`src/rtl/queen_pkg.sv`:
```
// queen_pkg: shared board size, index/state types and row-vector packing width for the queen sequencer.
package queen_pkg;
   localparam int N_BOARD = 12;
   localparam int ROW_W = 4 * N_BOARD;
   typedef logic [3:0] col_t;
   typedef logic [3:0] row_t;
   typedef logic [2:0] state_t;
   localparam state_t ST_IDLE  = 3'd0;
   localparam state_t ST_LOAD  = 3'd1;
   localparam state_t ST_START = 3'd2;
   localparam state_t ST_WAIT  = 3'd3;
   localparam state_t ST_OUT   = 3'd4;
endpackage

```
`src/rtl/queen_out_ser.sv`:
```
// queen_out_ser: loads a packed N-column result and emits one 4-bit row per cycle, column 0 first.
module queen_out_ser #(
   parameter int N = 12
) (
   input  logic           clk,
   input  logic           rst,
   input  logic           load_i,
   input  logic [4*N-1:0] data_i,
   output logic           out_valid_o,
   output logic [3:0]     out_o,
   output logic           last_o
);
   logic [4*N-1:0] sh_q;
   logic [3:0]     cnt_q;
   logic           vld_q;
   assign last_o      = vld_q && (cnt_q == 4'(N - 1));
   assign out_valid_o = vld_q;
   assign out_o       = vld_q ? sh_q[3:0] : 4'h0;
   always_ff @(posedge clk or posedge rst) begin
      if (rst) begin
         sh_q  <= '0;
         cnt_q <= '0;
         vld_q <= 1'b0;
      end else if (load_i) begin
         sh_q  <= data_i;
         cnt_q <= '0;
         vld_q <= 1'b1;
      end else if (vld_q) begin
         sh_q  <= {4'h0, sh_q[4*N-1:4]};
         cnt_q <= cnt_q + 4'd1;
         vld_q <= !last_o;
      end
   end
endmodule

```
`src/rtl/queen_seq_ctrl.sv`:
```
// queen_seq_ctrl: collects pre-placed queens, launches the solver and streams its solution column by column.
// Optional watchdog in WAIT enabled by defining QUEEN_TMO_EN.
module queen_seq_ctrl
   import queen_pkg::*;
#(
   parameter int N       = N_BOARD,
   parameter int TMO_CYC = 4096
) (
   input  logic           clk,
   input  logic           rst,
   input  logic           in_valid_num,
   input  logic [2:0]     in_num,
   input  logic           in_valid,
   input  col_t           col,
   input  row_t           row,
   output logic           slv_start,
   output logic [N-1:0]   slv_fix_mask,
   output logic [4*N-1:0] slv_fix_row,
   input  logic           slv_done,
   input  logic [4*N-1:0] slv_sol_row,
   output logic           out_valid,
   output logic [3:0]     out
);
   state_t         state_q, state_d;
   logic [2:0]     num_q, num_d, cnt_q, cnt_d;
   logic [N-1:0]   mask_q, mask_d;
   logic [4*N-1:0] fix_q, fix_d;
   logic           tmo_hit, ser_load, ser_last;
`ifdef QUEEN_TMO_EN
   localparam int TW = $clog2(TMO_CYC + 1);
   logic [TW-1:0] tmo_q;
   assign tmo_hit = (state_q == ST_WAIT) && !slv_done && (tmo_q == TW'(TMO_CYC - 1));
   always_ff @(posedge clk or posedge rst) begin
      if (rst) tmo_q <= '0;
      else tmo_q <= (state_q == ST_WAIT) ? tmo_q + 1'b1 : '0;
   end
`else
   logic unused_tmo;
   assign unused_tmo = ^TMO_CYC;
   assign tmo_hit = 1'b0;
`endif
   // a timeout reports an all-15 board so downstream can tell it from any legal solution
   assign ser_load     = (state_q == ST_WAIT) && (slv_done || tmo_hit);
   assign slv_start    = (state_q == ST_START);
   assign slv_fix_mask = mask_q;
   assign slv_fix_row  = fix_q;
   always_comb begin
      state_d = state_q;
      num_d   = num_q;
      cnt_d   = cnt_q;
      mask_d  = mask_q;
      fix_d   = fix_q;
      case (state_q)
         ST_IDLE: if (in_valid_num) begin
            num_d   = in_num;
            cnt_d   = '0;
            mask_d  = '0;
            fix_d   = '0;
            state_d = (in_num == 3'd0) ? ST_START : ST_LOAD;
         end
         ST_LOAD: if (in_valid) begin
            cnt_d = cnt_q + 3'd1;
            for (int c = 0; c < N; c++)
               if (col == col_t'(c)) begin
                  mask_d[c]       = 1'b1;
                  fix_d[4*c +: 4] = row;
               end
            if (cnt_q + 3'd1 == num_q) state_d = ST_START;
         end
         ST_START: state_d = ST_WAIT;
         ST_WAIT:  state_d = ser_load ? ST_OUT : ST_WAIT;
         ST_OUT:   state_d = ser_last ? ST_IDLE : ST_OUT;
         default:  state_d = ST_IDLE;
      endcase
   end
   always_ff @(posedge clk or posedge rst) begin
      if (rst) begin
         state_q <= ST_IDLE;
         num_q   <= '0;
         cnt_q   <= '0;
         mask_q  <= '0;
         fix_q   <= '0;
      end else begin
         state_q <= state_d;
         num_q   <= num_d;
         cnt_q   <= cnt_d;
         mask_q  <= mask_d;
         fix_q   <= fix_d;
      end
   end
   queen_out_ser #(.N(N)) u_ser (
      .clk         (clk),
      .rst         (rst),
      .load_i      (ser_load),
      .data_i      (slv_done ? slv_sol_row : {4*N{1'b1}}),
      .out_valid_o (out_valid),
      .out_o       (out),
      .last_o      (ser_last)
   );
endmodule

```
`config.mk`:
```
export PLATFORM = sky130hd
export DESIGN_NAME = queen_seq_ctrl
export DESIGN_NICKNAME = d
export VERILOG_FILES = /design/src/rtl/queen_pkg.sv /design/src/rtl/queen_out_ser.sv /design/src/rtl/queen_seq_ctrl.sv
export SDC_FILE = /design/constraint.sdc
export NUM_CORES = 1
export LEC_CHECK = 0
export ABC_CLOCK_PERIOD_IN_PS = 11400
export BUFFER_PORTS_ARGS = -buffer_cell sky130_fd_sc_hd__buf_2
export CAP_MARGIN = 20
export CELL_PAD_IN_SITES_DETAIL_PLACEMENT = 0
export CELL_PAD_IN_SITES_GLOBAL_PLACEMENT = 1
export CORE_UTILIZATION = 35
export CTS_CLUSTER_SIZE = 24
export DETAILED_ROUTE_END_ITERATION = 16
export PLACE_DENSITY_LB_ADDON = 0.15
export SYNTH_ARGS = -nofsm -noshare
export SYNTH_HDL_FRONTEND = slang
export SYNTH_SLANG_ARGS = --single-unit
```
`constraint.sdc`:
```
create_clock -name clk -period 11.4 [get_ports clk]
set_input_delay 1.14 -clock clk [delete_from_list [all_inputs] [get_ports clk]]
set_output_delay 1.14 -clock clk [all_outputs]
set_load 0.05 [all_outputs]
```
==> results of run 1 <==
-- state kept, by name, indices dropped and copies added (netlist names) --
signal and cells:
slv_fix_mask 12, slv_fix_row 48, u_ser.sh_q 48, state_q 3
num_q 3, u_ser.out_valid_o 1, u_ser.cnt_q 4, cnt_q 3
-- placed cells by master (no fill, tap or decap), types with 2 or more instances in the layout --
master,instances
nor2_1,8
clkbuf_16,17
a21oi_1,2
a211oi_1,3
xnor2_1,2
a211oi_2,8
mux2_2,4
bufinv_16,3
ha_1,2
a2bb2oi_1,10
a221oi_1,2
inv_1,43
clkinv_2,5
nor2b_1,5
o2bb2ai_1,9
nand3b_1,4
o21ai_0,49
buf_2,129
and2_1,4
nand4bb_1,5
a211o_1,2
nand3_1,17
or4b_1,4
buf_4,6
clkbuf_8,5
mux2i_1,46
xor2_1,3
dfrtp_1,121
o22ai_1,40
nand4_1,4
nand2_1,58
nand4b_1,6
-- synthesized netlist by cell type (5+ instances only) --
| cell type | count |
|---|---|
| nor2_1 | 8 |
| nand2_1 | 58 |
| nand4bb_1 | 5 |
| clkbuf_1 | 21 |
| a211oi_2 | 8 |
| a2bb2oi_1 | 10 |
| nand3_1 | 17 |
| mux2i_1 | 46 |
| nand4b_1 | 6 |
| o2bb2ai_1 | 9 |
| inv_1 | 44 |
| o22ai_1 | 40 |
| nor2b_1 | 5 |
| buf_2 | 12 |
| dfrtp_1 | 122 |
| o21ai_0 | 49 |
-- power by group through the flow --
stage                     registers, uW  logic, uW  clock network [uW]
after floorplan                     937        427                   0
after global placement              717        838                   0
after detailed placement            720        850                   0
after CTS                           716        851                 565
after global routing                736        925                 585
final                               714        850                 554
-- through the flow --
stage	setup slack, ns	std cells	hold slack [ns]	total power [uW]
2_1_floorplan	7.02	511	0.475	1360
3_3_place_gp	8.62	819	0.472	1550
3_5_place_dp	8.59	819	0.481	1570
4_1_cts	8.29	850	0.497	2130
5_1_grt	8.18	853	0.519	2250
6_report	8.31	853	0.494	2120
-- cells by family (layout without fill, tap and decap cells) --
family / Yosys count / after routing / synth area share (%)
compound gates: 126 / 126 / 15.3
xor+xnor: 6 / 6 / 1.21
fa+ha+maj: 2 / 2 / 0.457
buf+inv: 82 / 212 / 6.06
flops: 122 / 122 / 55.8
mux: 50 / 50 / 9.23
other cells: 0 / 1 / 0
simple gates: 123 / 123 / 12.0
-- worst reg2reg max path, stage by stage (launching register included) --
cell and delay [ns]:
dfrtp_1 0.88, mux2i_1 0.44, buf_4 0.30, a211oi_1 0.53, o22ai_1 0.17
-- cell type report --
class	instances	area (um2)	share of cell area, %
sequential	122	3050	44.1
multi-input combinational	307	2090	30.2
timing repair buffer	137	729	10.5
clock buffer	23	498	7.19
tap	211	264	3.81
inverter	44	168	2.42
clock inverter	8	115	1.66
antenna	1	2.50	0.0362
-- path summary, 6_finish.rpt --
| kind | end | depth (start not counted) |
|---|---|---|
| worst max register to register | slv_fix_row[29] | 4 |
| worst min register to register | slv_fix_row[16] | 1 |
| min in group asynchronous | u_ser.sh_q[1] | 2 |
| worst min-delay path | slv_fix_row[16] | 1 |
| max in group asynchronous | slv_fix_mask[8] | 4 |
| worst max-delay path | out[0] | 3 |
-- layer usage --
layer | up-vias | global-route usage, % | wire (um)
met1 | 2025 | 23.0 | 6250
met4 | 2 | 5.95 | 126
met2 | 107 | 29.4 | 6730
met5 | - | 0 | 17
met3 | 13 | 5.11 | 670
li1 | 2042 | - | -
==> flow_summary.yaml, run 1 <==
drt:
  wl_per_cell_um: 16.2
  firstDrtPassIters: 4
  drt-vias-per-instance: 4.91
  drt_iter0_markers: 239
  drt_wl_total_mm: 13.8
  postRouteAntennaNets: 0
  drc: 0
  via_count: 4189
yosys:
  netlist.area_leader.share_pct: 55.8
  netlist_area_um2: 5470
  ys_seq_area_share_pct: 55.8
  ys_ff_latch: 122
  yosys-top-cells-area: "dfrtp_1 56%, mux2i_1 8.4%, o22ai_1 4.6%, o21ai_0 4.5%, nand2_1 4.0%"
  ys.flop_type: "dfrtp_1"
  synth_edf_count: 0
  synth.largest_area_cell: "dfrtp_1"
  netlist_instances: 511
  synth.distinct_cells: 41
  syn-num-nets: 577
  synth_warnings: 0
  avgSynthCellArea_um2: 10.7
  synthArstFlopShare_pct: 100
die:
  die_x_um: 127
  coreArea_um2: 15300
  io_pins: 130
  die_h_um: 127
  num_rows: 45
  start_util_pct: 35.9
  die-area_um2: 16100
setup_path:
  startpoint: "u_ser.out_valid_o"
  worst-path-max-fanout: 59
  critical_path_class: "register to output pin"
  cp_data_required_time_ns: 10.26
  arrival_ns: 1.95
  critical-path-top-delay-family: "buffers and inverters"
  crit_buf_inv: 2
  cp_slowest_cell: "buf_4"
  cp_cell_sequence: "buf_4 -> and2_1 -> buf_2"
  timing.critical_path.from_type: "register"
  worst_r2r_startpoint: "state_q[0]"
  rrSetupSlack_ns: 8.92
  crit_path_end_kind: "output pin"
  critPathMaxStageDelay_ns: 0.67
timing:
  fmax_ghz: 0.324
  max_slew_margin_pct: 41.7
  rsz0062_at_grt: "false"
  skew_ns: 0.00654
  finalSetupViolCount: 0
  fin_crit_ns: 3.09
  drv_slew: 0
  fin_tns_setup_ns: 0
  final_hold_viol_count: 0
  fin_crit_sh_pct: 27.1
  worst_slew_pin_slew_ns: 0.874
clock_network:
  post-cts-setup-buffer-count: 0
  cts-root-buf: "clkbuf_16"
  clockBufferDepth: 2
  clock_sinks: 122
  post_cts_resized: 0
  clk_pin_slew_ns: 0.06
  cts_tree: "built"
  cts_buffers: 17
  clkLatencyLatePin_ns: 0.41
  cts_max_level: 4
  ctsHoldBuffers: 0
pwr:
  combPwrFrac_pct: 40.1
  p_per_area_nw_per_um2: 306
  ir_drop_mv: 0.128
  clockPowerShare_pct: 26.2
  internal-power_uw: 1230
  swShare_pct: 41.8
  seq_power_share_pct: 33.7
  p_leak_uw: 0.00339
  power.switching_uw: 885
global_routing:
  grt_max_degree: 97
  track_usage_pct: 18.0
  antenna_found_initial: 2
  grt_pass1_wl_mm: 22.2
  grt_pass1_vias: 4235
  grt-ovfl-total: 0
placed_design:
  gp_congestion: 0.760
  post_dp_cell_area_um2: 6270
  portBuffers: 129
  dpl.hpwl_mm: 9.10
layout:
  syn_to_final_growth_pct: 26.4
  drive_gt1_share_pct: 28.7
  final_nets: 695
  nFillCells: 1476
  fin_util_pct: 45.4
  postLayoutCellArea_um2: 6920
status:
  status: "finished clean"
run:
  cap_viol_max_count: 0
min_path:
  hold_path.startpoint: "slv_fix_row[16]"
  hp-class: "register to register"
Note: power is estimated with default switching activity, not from simulation.
==> inputs of run 2 (changes only) <==
Settings changed: ABC_CLOCK_PERIOD_IN_PS 11400 to 2900.
Clock period 11.4 ns to 2.9 ns, I/O delays scaled along.
==> flow_summary.yaml, run 2 (synthesis results as in run 1) <==
setup_path:
  arrival_ns: 2.29
  critPathMaxStageDelay_ns: 0.73
  cp_cell_sequence: "and4b_2 -> buf_12 -> o21ai_0"
  worst_r2r_startpoint: "state_q[0]"
  worst-path-max-fanout: 63
  rrSetupSlack_ns: 0.89
  reg2regPathDepth: 3
  reg2reg_to: "u_ser.sh_q[25]"
  critical_path_class: "register to register"
  timing.critical_path.from_type: "register"
  cp_data_required_time_ns: 3.17
  crit_buf_inv: 1
  crit_path_end_kind: "register"
  setup.worst_path.end: "u_ser.sh_q[25]"
  cp_num_cells: 3
  startpoint: "state_q[0]"
  cp_slowest_cell: "and4b_2"
  critical-path-top-delay-family: "simple AND/OR/NAND/NOR gates"
pwr:
  p_per_area_nw_per_um2: 1190
  ir_drop_mv: 0.597
  p_leak_uw: 0.00337
  clockPowerShare_pct: 25.4
  internal-power_uw: 4780
  combPwrFrac_pct: 40.3
  seq_power_share_pct: 34.4
  power.switching_uw: 3470
  swShare_pct: 42.1
clock_network:
  clockBufferDepth: 2
  clk_pin_slew_ns: 0.05
  cts_tree: "built"
  clock_sinks: 122
  post-cts-setup-buffer-count: 0
  cts_max_level: 4
  clkLatencyLatePin_ns: 0.41
  cts-root-buf: "clkbuf_16"
  post_cts_resized: 0
  cts_buffers: 17
  ctsHoldBuffers: 0
min_path:
  hp-class: "input port to register"
timing:
  max_slew_margin_pct: 53.6
  setup_slack_ns: 0.889
  worst_slew_pin_slew_ns: 0.692
  fmax_ghz: 0.497
  finalSetupViolCount: 0
  fin_crit_sh_pct: 69.4
  fin_crit_ns: 2.01
  rsz0062_at_grt: "false"
  drv_slew: 0
  skew_ns: 0.00907
  fin_tns_setup_ns: 0
  final_hold_viol_count: 0
global_routing:
  grt_pass1_vias: 4296
  antenna_found_initial: 2
  grt_max_degree: 123
  grt_pass1_wl_mm: 22.3
  track_usage_pct: 18.2
  grt-ovfl-total: 0
drt:
  drt_iter0_markers: 192
  via_count: 4246
  drt-vias-per-instance: 4.98
  wl_per_cell_um: 16.2
  drc: 0
  firstDrtPassIters: 4
  drt_wl_total_mm: 13.8
  postRouteAntennaNets: 0
die:
  num_rows: 45
  die-area_um2: 16100
  start_util_pct: 35.9
  io_pins: 130
  die_x_um: 127
  coreArea_um2: 15300
  die_h_um: 127
run:
  cap_viol_max_count: 0
placed_design:
  portBuffers: 129
  pre_cts_slack_ns: 0.888
  post_dp_cell_area_um2: 6320
  gp_congestion: 0.768
  dpl.hpwl_mm: 9.28
layout:
  final_nets: 695
  layout_commonest_cell: "buf_2"
  mostFrequentLayoutCells: "129 x buf_2, 121 x dfrtp_1, 58 x nand2_1"
  nFillCells: 1466
  postLayoutCellArea_um2: 6920
  drive_gt1_share_pct: 28.4
  syn_to_final_growth_pct: 26.3
status:
  status: "finished clean"
[run 2: cell types whose count changed in the layout (fill, tap and decap cells not counted), sizes merged]
cell      change
bufinv        -1
clkbuf        +2
inv           -1
clkinv        -2
clkinvlp      +2
[run 2: layer usage]
metal,vias up,track usage (%),wire length (um)
met1,2054,22.8,6210
met2,120,29.5,6660
met5,-,0,8
li1,2052,-,-
met4,2,7.42,208
met3,18,5.07,713
[run 2: worst min-delay path, delay by kind of cell]
family | cells | cell delay [ns]
buf+inv | 1 | 0.08
simple gates | 2 | 0.08
[run 2: layout make-up]
cell class,instances,area [um2],share of cell area [%]
diodes,1,2.50,0.0362
repair buffers,137,743,10.7
inverters,44,169,2.44
clock inverters,6,86.3,1.25
clock buffers,25,505,7.31
well taps,211,264,3.82
flip-flops and latches,122,3050,44.2
multi-input cells,307,2090,30.2
[run 2: worst min path at each step]
stage,start,cells after the start,end
2_1_floorplan,slv_sol_row[44],2,u_ser.sh_q[44]
3_3_place_gp,slv_fix_row[19],1,slv_fix_row[19]
3_5_place_dp,slv_fix_row[19],1,slv_fix_row[19]
4_1_cts,slv_sol_row[44],3,u_ser.sh_q[44]
5_1_grt,slv_sol_row[44],3,u_ser.sh_q[44]
6_report,slv_sol_row[44],3,u_ser.sh_q[44]
[run 2: power groups by stage]
stage | Clock, uW | Sequential [uW] | Combinational, uW
2_1_floorplan | 0 | 3680 | 1680
4_1_cts | 2140 | 2850 | 3360
6_report | 2090 | 2840 | 3320
5_1_grt | 2240 | 2920 | 3600
3_3_place_gp | 0 | 2860 | 3290
3_5_place_dp | 0 | 2870 | 3350
[run 2: per-stage QoR]
| step | cells | hold WS [ns] | power, uW | util, % |
|---|---|---|---|---|
| after floorplan | 511 | 0.395 | 5360 | - |
| after global placement | 821 | 0.476 | 6150 | 41.4 |
| after detailed placement | 821 | 0.474 | 6220 | 41.4 |
| after CTS | 852 | 0.0488 | 8350 | 45.3 |
| after global routing | 853 | 0.0661 | 8760 | 45.3 |
| final | 853 | 0.0740 | 8250 | 45.3 |
==> inputs of run 3 (changes only) <==
Settings changed: ABC_AREA from default to 1, ABC_CLOCK_PERIOD_IN_PS 2900 to 1600.
Clock period 2.9 ns to 1.6 ns, I/O delays scaled along.
==> flow_summary.yaml, run 3 <==
setup_path:
  crit_path_end_kind: "register"
  arrival_ns: 1.94
  reg2reg_to: "slv_fix_row[23]"
  worst_r2r_startpoint: "state_q[1]"
  reg2regPathDepth: 9
  rrSetupSlack_ns: -0.03
  cp_data_required_time_ns: 1.91
  timing.critical_path.from_type: "register"
  worst-path-max-fanout: 6
  critical_path_class: "register to register"
drt:
  wl_per_cell_um: 14.1
  via_count: 5258
  drc: 0
  drt_wl_total_mm: 15.3
  drt_iter0_markers: 379
  drt-vias-per-instance: 4.83
  postRouteAntennaNets: 0
  firstDrtPassIters: 7
yosys:
  netlist_area_um2: 5510
  synthAdderAreaFrac_pct: 0.454
  yosysMostFrequentCell: "nand2_1"
  netlist.area_leader.share_pct: 55.4
  synth_top_family_by_area: "simple AND/OR/NAND/NOR gates"
  synth_warnings: 0
  synth.largest_area_cell: "dfrtp_1"
  yosys-top-cells-area: "dfrtp_1 55%, nand3_1 18%, nand2_1 15%, inv_1 1.9%, o21ai_0 1.5%"
  synth.distinct_cells: 24
  syn-num-nets: 737
  synth_simple_gate_area_share_pct: 35.4
  netlist_instances: 671
  ys_seq_area_share_pct: 55.4
  ys_ff_latch: 122
  avgSynthCellArea_um2: 8.22
  synth_mux_area_share_pct: 0
  ys.flop_type: "dfrtp_1"
  synth_edf_count: 0
  synth_compound_gate_area_share_pct: 2.77
  synthArstFlopShare_pct: 100
  synth_xor_area_share_pct: 0.159
  netlist_top_cells_count: "220 x nand2_1, 202 x nand3_1, 122 x dfrtp_1"
placed_design:
  portBuffers: 129
  dp_cells: 996
  pre_cts_slack_ns: -0.0784
  dpl.hpwl_mm: 9.66
  gp_congestion: 0.782
global_routing:
  track_usage_pct: 19.5
  grt_max_degree: 93
  grt-ovfl-total: 0
  grt_pass1_wl_mm: 24.8
  antenna_found_initial: 0
  grt_pass1_vias: 5102
status:
  status: "complete, but fails checks"
  violations: "setup timing"
timing:
  hold_ws_ns: 0.0127
  fin_crit_sh_pct: 102
  fin_tns_setup_ns: -0.380
  setup_slack_ns: -0.0350
  final_hold_viol_count: 0
  rsz0062_at_grt: "true"
  finalSetupViolCount: 27
  fin_crit_ns: 1.63
  fmax_ghz: 0.612
  max_slew_margin_pct: 64.0
  skew_ns: 0.00632
  worst_slew_pin_slew_ns: 0.536
  drv_slew: 0
min_path:
  hold_end: "num_q[0]"
  hp-class: "input port to register"
  whs_path_depth: 3
  hold_path.startpoint: "in_num[0]"
layout:
  syn_to_final_growth_pct: 41.4
  fin_util_pct: 50.9
  nFillCells: 1511
  final_nets: 930
  drive_gt1_share_pct: 25.9
  diodes: 0
  mostFrequentLayoutCells: "209 x nand2_1, 200 x nand3_1, 127 x buf_2"
  fin_cells: 1088
  layout_commonest_cell: "nand2_1"
die:
  die_x_um: 128
  io_pins: 130
  die_h_um: 128
  coreArea_um2: 15300
  start_util_pct: 36.0
  num_rows: 45
  die-area_um2: 16300
pwr:
  swShare_pct: 45.9
  combPwrFrac_pct: 50.2
  power.switching_uw: 8010
  clockPowerShare_pct: 21.4
  internal-power_uw: 9430
  p_leak_uw: 0.00416
  p_per_area_nw_per_um2: 2240
  seq_power_share_pct: 28.4
  ir_drop_mv: 0.888
clock_network:
  clk_pin_slew_ns: 0.06
  cts_tree: "built"
  clock_sinks: 122
  cts-root-buf: "clkbuf_16"
  cts_buffers: 17
  clockBufferDepth: 2
  cts_max_level: 4
  clkLatencyLatePin_ns: 0.42
run:
  cap_viol_max_count: 0
## run 3: routing by layer
layer / global-route usage (%) / up-vias / routed length (um)
li1: - / 2596 / -
met1: 24.2 / 2499 / 6760
met2: 32.6 / 133 / 7570
met3: 3.98 / 30 / 609
met4: 8.68 / 0 / 352
met5: 0 / - / 0
## run 3: through the flow
step,cell area (um2),total power (uW)
after floorplan,5520,10700
after global placement,6530,12800
after detailed placement,6530,12900
after CTS,7710,17300
after global routing,7800,18600
final,7800,17400
## run 3: area by class of cell
class                   instances  area, um2  area share (%)
flip-flops and latches        122       3060            39.2
multi-input cells             475       2190            28.1
repair buffers                214       1580            20.2
clock buffers                  25        515            6.61
well taps                     211        264            3.39
inverters                      34        131            1.68
clock inverters                 7       62.6           0.802
## run 3: worst max-delay path by stage
stage / start / to / slack [ns] / cells after the start
after floorplan: u_ser.out_valid_o / out[0] / -0.18 / 4
after global placement: state_q[0] / slv_fix_row[20] / -0.03 / 9
after detailed placement: state_q[0] / slv_fix_row[20] / -0.08 / 9
after CTS: state_q[0] / slv_fix_row[30] / -0.008 / 9
after global routing: state_q[2] / slv_fix_row[23] / -0.14 / 9
final: state_q[1] / slv_fix_row[23] / -0.03 / 9
## run 3: power groups by stage
| stage | clock, uW | combinational, uW | sequential (uW) |
|---|---|---|---|
| floorplan | 0 | 3890 | 6840 |
| global placement | 0 | 7790 | 4970 |
| detailed placement | 0 | 7910 | 4990 |
| CTS | 3800 | 8560 | 4960 |
| global route | 3940 | 9610 | 5090 |
| finish | 3730 | 8750 | 4960 |
## run 3: timing repair
action / in CTS / in global routing
setup endpoints to repair: 51 / 65
hold buffers: 49 / 0
pin swaps: 1 / 3
resized for setup: 11 / 21
gates cloned: 2 / 2
setup buffers: 5 / 3
endpoints found under the hold margin: 170 / 0
## run 3: cell families (layout without fill, tap and decap cells)
kind of cell / Yosys count / after routing
AOI/OAI and AO/OA: 29 / 29
and+or+nand+nor: 443 / 443
DFF: 122 / 122
xor gates and xnor gates: 1 / 1
adders and majority gates: 2 / 2
buffers and inverters: 74 / 280
## run 3: critical path, cell delays in order, from the launching register on
cell,delay [ns]
dfrtp_1,0.42
nor2_2,0.16
nand2_1,0.08
nand2_2,0.09
inv_2,0.05
nor2_4,0.26
clkbuf_16,0.22
nand2_2,0.09
nand2_1,0.09
nand2_1,0.06
